File: src/rtl/mips_pkg.sv
// Shared MIPS pipeline constants: load-size encodings, register zero, datapath defaults.
package mips_pkg;

   localparam logic [1:0] LD_B = 2'b00;
   localparam logic [1:0] LD_H = 2'b01;
   localparam logic [1:0] LD_W = 2'b10;

   localparam logic [4:0] REG_ZERO = 5'd0;

   localparam int DEF_DATA_W = 32;
   localparam int DEF_ADDR_W = 5;

endpackage

File: src/rtl/load_align.sv
// Little-endian load data alignment and sign/zero extension for byte, half and word loads.
module load_align
   import mips_pkg::*;
(
   input  logic [31:0] rdata,
   input  logic [1:0]  offset,
   input  logic [1:0]  size,
   input  logic        is_unsigned,
   output logic [31:0] data
);

   logic [7:0]  byte_sel;
   logic [15:0] half_sel;

   always_comb begin
      byte_sel = rdata[7:0];
      case (offset)
         2'd0: byte_sel = rdata[7:0];
         2'd1: byte_sel = rdata[15:8];
         2'd2: byte_sel = rdata[23:16];
         2'd3: byte_sel = rdata[31:24];
         default: byte_sel = rdata[7:0];
      endcase
      // offset[0] is ignored for halfwords; misalignment is not trapped here
      half_sel = offset[1] ? rdata[31:16] : rdata[15:0];
   end

   always_comb begin
      data = rdata;
      case (size)
         LD_B: data = is_unsigned ? {24'h0, byte_sel} : {{24{byte_sel[7]}}, byte_sel};
         LD_H: data = is_unsigned ? {16'h0, half_sel} : {{16{half_sel[15]}}, half_sel};
         default: data = rdata;
      endcase
   end

endmodule

File: src/rtl/wb_stage.sv
// MIPS writeback stage: registers one register-file write per cycle from the MEM stage
// or an auxiliary valid/ready source (main has priority), and counts retired instructions.
module wb_stage
   import mips_pkg::*;
#(
   parameter int DATA_W = DEF_DATA_W,
   parameter int ADDR_W = DEF_ADDR_W,
   parameter int CNT_W  = 32
) (
   input  logic              clk,
   input  logic              rst,
   input  logic              m_valid,
   input  logic              m_reg_write,
   input  logic [ADDR_W-1:0] m_dest,
   input  logic [DATA_W-1:0] m_alu,
   input  logic              m_load,
   input  logic [1:0]        m_ld_size,
   input  logic              m_ld_unsigned,
   input  logic [DATA_W-1:0] m_rdata,
   input  logic              x_valid,
   input  logic [ADDR_W-1:0] x_dest,
   input  logic [DATA_W-1:0] x_data,
   output logic              x_ready,
   output logic              reg_write,
   output logic [ADDR_W-1:0] write_addr,
   output logic [DATA_W-1:0] write_d,
   output logic [CNT_W-1:0]  retire_cnt
);

   logic              main_wr;
   logic              x_fire;
   logic [DATA_W-1:0] ld_data;
   logic [DATA_W-1:0] main_data;

   load_align u_load_align (
      .rdata       (m_rdata),
      .offset      (m_alu[1:0]),
      .size        (m_ld_size),
      .is_unsigned (m_ld_unsigned),
      .data        (ld_data)
   );

   assign main_wr   = m_valid & m_reg_write & (m_dest != ADDR_W'(REG_ZERO));
   // rst gates x_ready so no handshake can complete while the stage is held in reset
   assign x_ready   = rst & ~main_wr;
   assign x_fire    = x_valid & x_ready;
   assign main_data = m_load ? ld_data : m_alu;

   always_ff @(posedge clk or negedge rst) begin
      if (!rst) begin
         reg_write  <= 1'b0;
         write_addr <= '0;
         write_d    <= '0;
         retire_cnt <= '0;
      end else begin
         if (main_wr) begin
            reg_write  <= 1'b1;
            write_addr <= m_dest;
            write_d    <= main_data;
         end else if (x_fire) begin
            reg_write  <= (x_dest != ADDR_W'(REG_ZERO));
            write_addr <= x_dest;
            write_d    <= x_data;
         end else begin
            reg_write  <= 1'b0;
         end

         if (m_valid) begin
            retire_cnt <= retire_cnt + CNT_W'(1);
         end
      end
   end

endmodule

File: config.mk
export PLATFORM = sky130hd
export DESIGN_NAME = wb_stage
export DESIGN_NICKNAME = d
export VERILOG_FILES = /design/src/rtl/mips_pkg.sv /design/src/rtl/load_align.sv /design/src/rtl/wb_stage.sv
export SDC_FILE = /design/constraint.sdc
export NUM_CORES = 1
export LEC_CHECK = 0
export CAP_MARGIN = 5
export CORE_MARGIN = 4
export CORE_UTILIZATION = 35
export CTS_CLUSTER_SIZE = 40
export DETAILED_ROUTE_END_ITERATION = 8
export PLACE_DENSITY = 0.76
export SLEW_MARGIN = 20
export SYNTH_ARGS = -nofsm -noshare
export SYNTH_HDL_FRONTEND = slang
export SYNTH_HIERARCHICAL = 1
export SYNTH_SLANG_ARGS = --single-unit
File: constraint.sdc
create_clock -name clk -period 1.5 [get_ports clk]
set_input_delay 0.15 -clock clk [delete_from_list [all_inputs] [get_ports clk]]
set_output_delay 0.15 -clock clk [all_outputs]
set_load 0.01 [all_outputs]
==> results by group <==
Logic synthesis
  – Yosys reg bits: 70
  – Unique cell type count in the Yosys netlist: 38
  – Synth Warn #: 6
  – Syn_area_per_cell: 8.85 um2
  – Sequential share of the synthesized area: 39.3%
  – Post-synthesis instance total: 504
  – Synth Cell Area: 4460 um2
  – Syn_nets: 620

Floorplan
  – Core area: 12300 um2
  – Die extent in x: 121 um
  – FP Rows: 40
  – DIE AREA: 14600 um2
  – Ports: 186
  – Die Ht: 121 um
  – Initial core utilization: 36.4%

Finish
  – Area grow syn2layout: 70.7%
  – Post-route cell area: 7610 um2
  – Reg area: 1760 um2
  – Nets: 866
  – Fillers: 1037
  – Footprint of the multi-input gates: 2610 um2
  – Share of cells above drive strength 1: 22.4%
  – N_diodes: 0

Clock tree
  – CTS tree: yes
  – TritonCTS buffer count: 9
  – Clock transition at path regs: 0.06 ns
  – Clock Tree Root: clkbuf_16
  – Clock tree buffer depth: 2
  – H-tree depth: 3
  – Clock sink count: 70
  – Clock latency on the worst-skew pair: 0.33 ns

Worst hold path
  – Hold Startpoint: m_valid
  – Hold Crit Class: in2reg

STA
  – Final setup viols: 0
  – RSZ-0062 raised after global routing: true
  – Total negative slack: 0 ns
  – Final min period: 1.46 ns
  – Final count of hold timing violations: 0
  – Slew headroom: 55.0%
  – Clk_skew: 0.00519 ns
  – Fmax achieved: 683 MHz
  – Tcrit/Tclk final: 97.6%
  – Slew at the pin with the worst max-slew slack: 0.675 ns
  – Max Slew Vio Count: 0
  – Hold Worst Slack: 0.202 ns

Global routing
  – GR Util All Layers: 22.8%
  – GR Overflow Total: 0
  – Vias in the first global route: 5069
  – Initial antenna violation count: 0
  – Largest net degree at the start of global routing: 55
  – First-pass GRT wire length: 26200 um

Worst setup path
  – CP endpoint: retire_cnt[19]$_DFFE_PN0P_
  – Worst reg2reg path depth: 5
  – Worst r2r src: retire_cnt[7]$_DFFE_PN0P_
  – Crit start category: flip-flop
  – Worst path required time: 1.71 ns
  – Kind of critical path: reg2reg
  – Reg-to-reg endpoint: retire_cnt[19]$_DFFE_PN0P_
  – Reg2Reg Setup Slack: 0.04 ns
  – CP max FO: 11
  – CP arrival: 1.67 ns
  – CP Capture Type: flip-flop
  – Crit path launch: retire_cnt[7]$_DFFE_PN0P_

Status
  – Status: finished clean

Placed design
  – Dpl cell area: 7010 um2
  – IO buf count: 185
  – Detailed Place HPWL: 12800 um
  – RePlAce Congestion: 0.876

Detailed routing
  – Via count: 4932
  – Antenna-violating nets left: 0
  – WL per Instance: 18.3 um
  – Final WL: 16800 um
  – DRC viols: 0
  – Via/cell ratio: 5.34
  – TritonRoute pass-1 iters: 6
  – First DRT Iteration DRCs: 309

Pwr
  – Comb pwr share: 31.7%
  – Leak: 3.26 nW
  – Power share of the sequential group: 34.2%
  – Net switching power: 1.95 mW
  – Int Pwr: 4.80 mW
  – Clock Power Share: 34.2%
  – Switching part of the total: 28.9%
  – VDD IR max: 0.502 mV
  – Final Power: 6.75 mW
  – PwrDens: 887 nW/um2

Run
  – Maxcap violations: 0
[worst min-delay path by stage]
stage	end	slack, ns	depth (start not counted)
final	retire_cnt[2]$_DFFE_PN0P_	0.20	3
after floorplan	reg_write$_DFF_PN0_	-0.15	0
after global routing	write_addr[3]$_DFFE_PN0P_	0.22	3
after global placement	write_addr[3]$_DFFE_PN0P_	0.003	1
after detailed placement	write_addr[3]$_DFFE_PN0P_	0.002	1
after CTS	write_addr[2]$_DFFE_PN0P_	0.19	4
[what timing repair did]
action	CTS	global route
cloned	1	2
buffers inserted	3	6
pin swaps	16	7
setup endpoints to repair	63	54
resized for setup	66	21
endpoints found under the hold margin	16	0
hold buffers	1	0
[cell families after synthesis]
family | after synthesis | synth area share, %
compound gates | 121 | 20.2
xor+xnor | 31 | 6.09
fa+ha+maj | 1 | 0.281
buf+inv | 48 | 5.95
flops | 70 | 39.3
mux | 11 | 4.52
simple gates | 222 | 23.7
[final cells by class]
cell class | count | share of cell area [%]
Clock buffer | 9 | 2.96
Multi-Input combinational cell | 386 | 34.2
Sequential cell | 70 | 23.1
Tap cell | 168 | 2.76
Inverter | 3 | 0.148
Timing Repair Buffer | 280 | 35.6
Clock inverter | 7 | 1.27
[power groups by stage]
stage	logic [mW]	registers, mW	clock network (mW)
after floorplan	0.689	2.45	0
after global placement	2.04	2.33	0
after detailed placement	2.08	2.34	0
after CTS	2.11	2.31	2.35
after global routing	2.30	2.34	2.44
final	2.14	2.31	2.31
[worst max-delay path, stage by stage (launching register included)]
cell	delay [ns]
dfrtp_1	0.36
nand4_1	0.17
nor4_2	0.28
buf_4	0.22
nand4_1	0.14
xnor2_1	0.17
[flip-flops by register name, summed over array words and instances, names as in the netlist]
| register | count |
|---|---|
| retire_cnt | 32 |
| write_d | 32 |
| write_addr | 5 |
| reg_write | 1 |
[per-layer routing]
layer	global-route usage (%)	wire [um]	part of all wire, %
met5	0	0	0
met3	6.34	1280	7.6
met4	8.43	478	2.8
met1	28.0	7090	42
met2	38.0	8000	47
[cell usage after synthesis]
| cell | number | area [um2] |
|---|---|---|
| or2_1 | 1 | 6.26 |
| o21ai_0 | 1 | 5.00 |
| a21oi_1 | 9 | 45.0 |
| o211ai_2 | 11 | 138 |
| o211ai_1 | 7 | 52.6 |
| or3_1 | 1 | 6.26 |
| and4_1 | 1 | 8.76 |
| nand4_1 | 13 | 81.3 |
| inv_1 | 3 | 11.3 |
| a32oi_2 | 1 | 16.3 |
| a211oi_1 | 39 | 293 |
| buf_6 | 8 | 90.1 |
| or2_2 | 1 | 6.26 |
| buf_2 | 14 | 70.1 |
| or4_1 | 2 | 15.0 |
| mux2_2 | 3 | 33.8 |
| ha_1 | 1 | 12.5 |
| a31oi_1 | 36 | 225 |
| mux4_2 | 7 | 158 |
| and3_1 | 4 | 25.0 |
| xor2_1 | 4 | 35.0 |
| mux2i_1 | 1 | 10.0 |
| buf_4 | 2 | 15.0 |
| nand3_1 | 13 | 65.1 |
| o21ai_1 | 1 | 5.00 |
| nor2_1 | 17 | 63.8 |
| nor2b_1 | 49 | 307 |
| nor4_1 | 3 | 18.8 |
| and2_1 | 3 | 18.8 |
| nand2_1 | 110 | 413 |
| clkbuf_1 | 21 | 78.8 |
| nand2b_1 | 1 | 6.26 |
| nor3_1 | 3 | 15.0 |
| xnor2_1 | 27 | 236 |
| o221ai_1 | 8 | 70.1 |
| o22ai_1 | 7 | 43.8 |
| dfrtp_1 | 70 | 1750 |
| a22oi_1 | 1 | 7.51 |
[stage by stage]
| step | std cells | setup slack [ns] | utilization (%) |
|---|---|---|---|
| CTS | 916 | 0.00354 | 61.2 |
| global route | 923 | -0.0132 | 62.1 |
| global placement | 895 | -0.680 | 57.1 |
| detailed placement | 895 | -0.723 | 57.1 |
| finish | 923 | 0.0366 | 62.1 |
| floorplan | 504 | -0.0780 | - |
[placed cells by master (no fill, tap or decap), types with 3 or more instances in the layout]
master           netlist  final
clkdlybuf4s50_1        0    154
nand2_1              110    110
buf_4                  2     76
dfrtp_1               70     66
nor2b_1               49     49
a31oi_1               36     36
a211oi_1              39     28
xnor2_1               27     27
nor2_1                17     16
dlygate4sd2_1          0     15
nand4_1               13     13
nand3_1               13     12
a211oi_2               0     11
clkbuf_16              0     10
o211ai_2              11     10
a21oi_1                9      9
buf_6                  8      7
buf_12                 0      7
o211ai_1               7      7
o22ai_1                7      7
mux4_2                 7      7
dlymetal6s2s_1         0      6
o221ai_2               0      6
buf_2                 14      5
and3_1                 4      4
xor2_1                 4      4
dfrtp_2                0      4
and2_1                 3      3
inv_1                  3      3
clkbuf_2               0      3
(Power assumes the default switching activity.)
